--- src/rtl/riscv_pkg.sv ---
// Shared RISC-V decode constants and interlock state encoding.
// Used by the load-use interlock and its instruction source decoder.
package riscv_pkg;

  localparam int CNT_W_DEFAULT = 16;

  localparam logic [6:0] OPC_OP     = 7'b0110011;
  localparam logic [6:0] OPC_IMM    = 7'b0010011;
  localparam logic [6:0] OPC_LOAD   = 7'b0000011;
  localparam logic [6:0] OPC_STORE  = 7'b0100011;
  localparam logic [6:0] OPC_BRANCH = 7'b1100011;
  localparam logic [6:0] OPC_JALR   = 7'b1100111;
  localparam logic [6:0] OPC_LUI    = 7'b0110111;

  typedef enum logic [1:0] {
    ST_IDLE      = 2'd0,
    ST_WAIT_RESP = 2'd1,
    ST_DRAIN     = 2'd2
  } lui_state_e;

  // x0 is hardwired to zero, so it can never carry a real dependency.
  function automatic logic src_match(input logic used, input logic [4:0] rs,
                                     input logic [4:0] rd);
    return used && (rs != 5'd0) && (rs == rd);
  endfunction

endpackage

--- src/rtl/inst_src_decode.sv ---
// Opcode classifier: which register sources an instruction reads and
// whether it is a load.
module inst_src_decode
  import riscv_pkg::*;
(
  input  logic [6:0] opcode,
  output logic       rs1_used,
  output logic       rs2_used,
  output logic       is_load
);

  always_comb begin
    rs1_used = 1'b0;
    rs2_used = 1'b0;
    is_load  = 1'b0;
    case (opcode)
      OPC_OP, OPC_STORE, OPC_BRANCH: begin
        rs1_used = 1'b1;
        rs2_used = 1'b1;
      end
      OPC_IMM, OPC_JALR: rs1_used = 1'b1;
      OPC_LOAD: begin
        rs1_used = 1'b1;
        is_load  = 1'b1;
      end
      default: ;
    endcase
  end

endmodule

--- src/rtl/load_use_interlock.sv ---
// Load-use hazard interlock: tracks one outstanding load and stalls decode
// while a dependent instruction would read stale data.
module load_use_interlock
  import riscv_pkg::*;
#(
  parameter int CNT_W = CNT_W_DEFAULT
) (
  input  logic             clk,
  input  logic             rst_n,
  input  logic [31:0]      D_inst,
  input  logic             D_valid,
  input  logic [31:0]      X_inst,
  input  logic             X_valid,
  input  logic             dmem_req_valid,
  input  logic             dmem_req_ready,
  input  logic             dmem_resp_valid,
  input  logic             flush,
  output logic             stall,
  output logic             pending,
  output logic [4:0]       pending_rd,
  output logic [CNT_W-1:0] stall_cnt,
  output logic             protocol_err
);

  localparam logic [CNT_W-1:0] CNT_MAX = '1;

  lui_state_e       state_q, state_d;
  logic [4:0]       pending_rd_q, pending_rd_d;
  logic [CNT_W-1:0] stall_cnt_q, stall_cnt_d;
  logic             protocol_err_q, protocol_err_d;

  logic       d_rs1_used, d_rs2_used, d_is_load;
  logic       x_rs1_used, x_rs2_used, x_is_load;
  logic [4:0] d_rs1, d_rs2, x_rd;
  logic       load_acc, haz_a, haz_b;
  logic       unused_sig;

  assign d_rs1 = D_inst[19:15];
  assign d_rs2 = D_inst[24:20];
  assign x_rd  = X_inst[11:7];

  assign unused_sig = ^{D_inst[31:25], D_inst[14:7], X_inst[31:12],
                        d_is_load, x_rs1_used, x_rs2_used};

  inst_src_decode u_dec_d (
    .opcode   (D_inst[6:0]),
    .rs1_used (d_rs1_used),
    .rs2_used (d_rs2_used),
    .is_load  (d_is_load)
  );

  inst_src_decode u_dec_x (
    .opcode   (X_inst[6:0]),
    .rs1_used (x_rs1_used),
    .rs2_used (x_rs2_used),
    .is_load  (x_is_load)
  );

  // A load is older than anything flush kills, but a flushed X never issues.
  assign load_acc = X_valid && x_is_load && (x_rd != 5'd0) &&
                    dmem_req_valid && dmem_req_ready && !flush;

  always_ff @(posedge clk or negedge rst_n) begin
    if (!rst_n) state_q <= ST_IDLE;
    else        state_q <= state_d;
  end

  always_comb begin
    state_d = state_q;
    case (state_q)
      ST_IDLE:      if (load_acc) state_d = ST_WAIT_RESP;
      ST_WAIT_RESP: if (dmem_resp_valid) state_d = ST_DRAIN;
      ST_DRAIN:     state_d = load_acc ? ST_WAIT_RESP : ST_IDLE;
      default:      state_d = ST_IDLE;
    endcase
  end

  always_comb begin
    pending = (state_q == ST_WAIT_RESP) || (state_q == ST_DRAIN);
    haz_a   = (state_q == ST_WAIT_RESP) &&
              (src_match(d_rs1_used, d_rs1, pending_rd_q) ||
               src_match(d_rs2_used, d_rs2, pending_rd_q));
    haz_b   = X_valid && x_is_load && (x_rd != 5'd0) &&
              (src_match(d_rs1_used, d_rs1, x_rd) ||
               src_match(d_rs2_used, d_rs2, x_rd));
    stall   = D_valid && !flush && (haz_a || haz_b);
  end

  // A second load during WAIT_RESP or a stray response is a memory-side bug.
  always_comb begin
    pending_rd_d = pending_rd_q;
    if (load_acc && (state_q != ST_WAIT_RESP)) pending_rd_d = x_rd;
    protocol_err_d = protocol_err_q ||
                     (load_acc && (state_q == ST_WAIT_RESP)) ||
                     (dmem_resp_valid && (state_q != ST_WAIT_RESP));
    stall_cnt_d = stall_cnt_q;
    if (stall && (stall_cnt_q != CNT_MAX)) stall_cnt_d = stall_cnt_q + CNT_W'(1);
  end

  always_ff @(posedge clk or negedge rst_n) begin
    if (!rst_n) begin
      pending_rd_q   <= 5'd0;
      stall_cnt_q    <= '0;
      protocol_err_q <= 1'b0;
    end else begin
      pending_rd_q   <= pending_rd_d;
      stall_cnt_q    <= stall_cnt_d;
      protocol_err_q <= protocol_err_d;
    end
  end

  assign pending_rd   = pending_rd_q;
  assign stall_cnt    = stall_cnt_q;
  assign protocol_err = protocol_err_q;

endmodule

--- config.mk ---
export PLATFORM = sky130hd
export DESIGN_NAME = load_use_interlock
export DESIGN_NICKNAME = d
export VERILOG_FILES = /design/src/rtl/riscv_pkg.sv /design/src/rtl/inst_src_decode.sv /design/src/rtl/load_use_interlock.sv
export SDC_FILE = /design/constraint.sdc
export NUM_CORES = 1
export LEC_CHECK = 0
export CORE_MARGIN = 3
export CORE_UTILIZATION = 33
export CTS_CLUSTER_DIAMETER = 150
export DETAILED_ROUTE_END_ITERATION = 7
export HOLD_SLACK_MARGIN = 0.12
export PLACE_DENSITY_LB_ADDON = 0.15
export SLEW_MARGIN = 10
export SYNTH_ARGS = -nofsm -noshare
export SYNTH_HDL_FRONTEND = slang
export SYNTH_SLANG_ARGS = --single-unit
--- constraint.sdc ---
create_clock -name clk -period 2.1 [get_ports clk]
set_input_delay 0.525 -clock clk [delete_from_list [all_inputs] [get_ports clk]]
set_output_delay 0.525 -clock clk [all_outputs]
set_load 0.02 [all_outputs]
# Word level (Yosys, flattened, before mapping)
# Cells that the tools add are included.
# op_classes
addsub	1
eq_ne	17
muxes	7
reduce_logical	33
# op_table
operator	n
$eq A5 B5 Y1	4
$logic_and A1 B1 Y1	19
$add A16 B1 Y16 const B	1
$ne A16 B16 Y1 const B	1
$reduce_bool A5 Y1	3
$eq A7 B2 Y1 const B	2
$eq A7 B6 Y1 const B	2
$eq A7 B7 Y1 const B	2
$eq A7 B5 Y1 const B	1
$logic_or A1 B1 Y1	6
$pmux W2 S3	1
$reduce_or A6 Y1	1
$mux W1	4
$mux W2	2
$ne A2 B2 Y1 const B	2
$reduce_or A3 Y1	1
$eq A2 B1 Y1 const B	1
$eq A2 B2 Y1 const B	1
$logic_not A2 Y1	1
$ne A2 B1 Y1 const B	1
$reduce_and A2 Y1	1
$logic_not A1 Y1	1
# word_totals
ff_bits	24
inputBits	72
out_inout_bits	24
word_cells	62

# Longest topological paths before layout
# depth
ltp_word	10
depth_mapped	9
mapped_depth_nobuf	8

# Hierarchy
# Synthesis repeated with hierarchy kept, for this count alone.
# unflattened
hier_cells	156
hier_area_um2	1599.0
# modules_own_cells
mod	n_inst	cells_each	area_per_inst_um2	seq_area_each_um2
load_use_interlock	1	140	1478.9	600.6
inst_src_decode	2	8	60.1	0.0

# Least setup slack after synthesis
# No wires, ideal clock.
# synth_timing
kind	input port to output port
start	in D_inst[3]
end	out stall
t_arrival_ns	1.929
t_required_ns	1.575
slack_ns	-0.354
cell_stages	5
n_path_buf	0
path_cell_list	and3b_1 -> nand4b_1 -> or4_1 -> a21o_1 -> a21oi_1
# synth_between
elab_chain_cells	9
# synth_lines
item	line_no	rtl
start: declaration	load_use_interlock.sv:10	input logic [31:0] D_inst,
$eq A7 B5 Y1 (tied with other cells)	inst_src_decode.sv:16	case (opcode)
$reduce_or A6 Y1 (no line) / $reduce_or A3 Y1 (equally long branches)	-	
$mux W1	inst_src_decode.sv:16	
$logic_and A1 B1 Y1 (2 in series)	riscv_pkg.sv:24	return used && (rs != 5'd0) && (rs == rd);
$logic_or A1 B1 Y1, on equally long branches	load_use_interlock.sv:81, load_use_interlock.sv:84	
$logic_and A1 B1 Y1, on equally long branches	load_use_interlock.sv:80, load_use_interlock.sv:83	
$logic_or A1 B1 Y1 (*)	load_use_interlock.sv:86	stall = D_valid && !flush && (haz_a || haz_b);
$logic_and A1 B1 Y1 (*)	load_use_interlock.sv:86	
end: declaration	load_use_interlock.sv:18	output logic stall,
# Mark *: on every way between the ends. The rest lies on a longest branch, timed or not.

# Worst setup path after layout
# layout_timing
start	in X_inst[9]
end	out stall
# layout_between
elab_chain_cells	6
# layout_lines
item	line_no	rtl
start: declaration	load_use_interlock.sv:12	input logic [31:0] X_inst,
$eq A5 B5 Y1	riscv_pkg.sv:24	
$logic_and A1 B1 Y1	riscv_pkg.sv:24	
$logic_or A1 B1 Y1	load_use_interlock.sv:84	(src_match(d_rs1_used, d_rs1, x_rd) ||
$logic_and A1 B1 Y1 (*)	load_use_interlock.sv:83	haz_b = X_valid && x_is_load && (x_rd != 5'd0) &&
$logic_or A1 B1 Y1 (*)	load_use_interlock.sv:86	
$logic_and A1 B1 Y1 (*)	load_use_interlock.sv:86	
# Marked as above.

==> results.yml <==
critical_path:
  crit_arrival_ns: 1.92
  worstSetupPathType: "primary input to primary output"
  data_required_time_of_the_worst_path_ns: 1.57
  r2r_start: "pending_rd[3]"
  end_kind: "primary output"
  worst-r2r-cell-count: 10
  crit-reg2reg-capture: "stall_cnt[7]"
  crit_path_start_kind: "primary input"
  cp_max_fo: 4
  worst_setup_path_startpoint: "X_inst[9]"
  reg2reg_setup_slack_ns: -0.13
yosys:
  syn_inst: 146
  yosys.area.top_type: "dfrtp_1"
  netlist_top_cells_count: "xnor2_1, dfrtp_1, nor2_1"
  yosys_register_bits: 24
  synth_area_sq_um: 1480
  synth-seq-area-share: 0.407
  post-synth-top-count-cell: "xnor2_1"
  synth-warning-count: 0
  synth_async_sr_flop_share: 1.00
  postSynthAreaPerCell_sq_um: 10.1
  synth_top_cell_area_share: 0.407
  netlist-cell-type-count: 34
  synth_enable_flop_cells: 0
  synthesis.nets: 223
  postSynth.topFlopCell: "dfrtp_1"
  post_synth_main_area_contributors: "dfrtp_1, xnor2_1, xor2_1"
sta:
  post-route-worst-setup-slack_ns: -0.349
  maxClockFrequency_ghz: 0.408
  endpoints_failing_hold: 0
  final-max-slew-violation-count: 0
  timing.final.crit_period_ns: 2.45
  fin_worst_skew_ns: 0.00935
  maxSlewHeadroom: 0.582
  finalCritPeriodShare: 1.17
  worst-slew-pin-transition_ns: 0.626
  setup_violations_final: 17
  rsz0062_at_grt: "true"
grt:
  grt_usage: 0.183
  grt_util_met1: 0.241
  global_route.overflow_total: 0
  use_met2: 0.320
  globalRoute.busiestLayer: "met2"
  antenna_found_initial: 0
  vias_in_the_first_global_route: 1552
  grt_pass1_wl_um: 7610
  grt_start_max_net_pins: 25
  groute.layer.met3.usage: 0.0317
drt:
  drtAntennaViolNets: 0
  routed-via-count: 1474
  length_of_the_first_detailed_routing_pass_in_iterations: 6
  wl_um: 4800
  detail_route.vias_per_cell: 4.95
  drc: 0
  route.detailed.wl_per_inst_um: 16.1
  detail_route.iter0.violations: 37
placement:
  placed_area_sq_um: 2400
  io_buffer_count: 60
  placement.setup.worst_slack_ns: -1.16
  routabilityCongestion: 0.832
  dp_hpwl_um: 3560
floorplan:
  die_area_sq_um: 5310
  die_height_um: 72.9
  initial_utilization: 0.356
  core.rowCount: 23
  core_region_area_sq_um: 4140
  design.portCount: 96
  die_x_um: 72.9
final_layout:
  nFillCells: 309
  syn_to_final_growth_pct: 83.1
  antenna_cells: 0
  final_layout_size_suffix_gt1_frac: 0.391
  layout.core_utilization: 0.652
  number_of_nets_in_the_layout: 326
  design_area_sq_um: 2700
outcome:
  status: "finished, violations left"
  violations: "negative setup slack"
cts:
  cts_tree: "yes"
  cts-buffers-inserted: 3
  ctsHoldBuffers: 0
  clk_latency_ns: 0.27
  cts.clk_slew.worst_paths_ns: 0.09
  cts_root_buf: "clkbuf_8"
  cts_sinks: 24
  clock_tree.htree_level_count: 1
  cts-root-to-sink-buffers: 2
hold_path:
  whs_path_depth: 1
  holdCritPathClass: "flip-flop to flip-flop"
  worstHoldStart: "protocol_err"
  holdPathEnd: "protocol_err"
pwr:
  power.ir.vdd_worst_v: 0.000271
  cellPowerDensity_nw_per_um2: 431
  leakage_nw: 1.24
flow_run:
  maxCapViolCount: 0
==> kinds of logic (layout without fill, tap and decap cells) <==
| family | after synthesis | in the layout | synth area share |
|---|---|---|---|
| AND/OR/NAND/NOR | 60 | 60 | 0.222 |
| multiplexers | 6 | 6 | 0.0458 |
| XOR/XNOR | 35 | 35 | 0.208 |
| adder cells (fa/ha/maj) | 5 | 5 | 0.0424 |
| flip-flops | 24 | 24 | 0.407 |
| AO/OA/AOI/OAI | 11 | 11 | 0.0576 |
| buffers and inverters | 5 | 107 | 0.0178 |
==> metrics by stage <==
stage | instances | hold slack, ns | setup TNS [ns] | power [W]
floorplan | 146 | 0.229 | -1.58 | 0.000583
global placement | 287 | 0.452 | -17.44 | 0.000747
detailed placement | 287 | 0.464 | -18.01 | 0.000759
CTS | 297 | 0.490 | -5.18 | 0.00117
global route | 298 | 0.505 | -5.06 | 0.00122
finish | 298 | 0.480 | -3.44 | 0.00116
==> worst max-delay path, stage by stage <==
cell and delay [ns]:
clkdlybuf4s15_2 0.23, or4_1 0.52, o211ai_1 0.26, a21o_1 0.19, a21oi_4 0.07, buf_6 0.13
==> final cells by class <==
| class | instances | area [sq um] | area share |
|---|---|---|---|
| inverters | 4 | 15.0 | 0.00555 |
| multi-input cells | 117 | 1090 | 0.402 |
| repair buffers | 99 | 868 | 0.321 |
| clock inverters | 1 | 30.0 | 0.0111 |
| flip-flops and latches | 24 | 601 | 0.222 |
| well taps | 50 | 62.6 | 0.0231 |
| clock buffers | 3 | 41.3 | 0.0153 |
==> worst max path at each step <==
stage               endpoint  slack [ns]
floorplan              stall       -0.15
global placement       stall       -1.17
detailed placement     stall       -1.16
CTS                    stall       -0.41
global route           stall       -0.43
finish                 stall       -0.35
==> per-layer routing <==
| metal | up-vias | wire, um |
|---|---|---|
| li1 | 718 | - |
| met1 | 711 | 2050 |
| met2 | 43 | 2470 |
| met3 | 2 | 249 |
| met4 | 0 | 22 |
| met5 | - | 0 |
==> flip-flops by register name (all words and copies together) (netlist names) <==
signal        cells
pending_rd        5
protocol_err      1
stall_cnt        16
state_q           2
==> cell usage in the layout (no fill, tap or decap), drive strengths merged, types with 2 or more instances in the layout <==
master / Yosys / routed
mux2: 6 / 6
clkbuf: 0 / 13
and3: 3 / 3
and3b: 2 / 2
xnor2: 25 / 25
nor3: 2 / 2
nand3: 7 / 7
ha: 5 / 5
nor4: 2 / 2
clkdlybuf4s15: 0 / 3
nand2: 11 / 11
nor2: 12 / 12
dlygate4sd2: 0 / 10
or4: 3 / 3
xor2: 10 / 10
nand4: 8 / 8
a21oi: 3 / 3
clkdlybuf4s50: 0 / 29
nor2b: 2 / 2
buf: 1 / 47
inv: 4 / 4
dfrtp: 24 / 24
==> timing repair <==
action	in CTS	in global routing
pin swaps	28	25
endpoints found under the setup margin	26	25
buffers inserted	8	3
cloned	1	0
resized for setup	86	43
==> report_power, final <==
group,internal [W],switching (W),total (W),leakage (nW)
clock network,0.000255,0.000151,0.000406,0.0357
logic,0.000146,0.000135,0.000281,0.871
registers,0.000471,0.00000617,0.000477,0.329
Note: power is estimated with default switching activity, not from simulation.
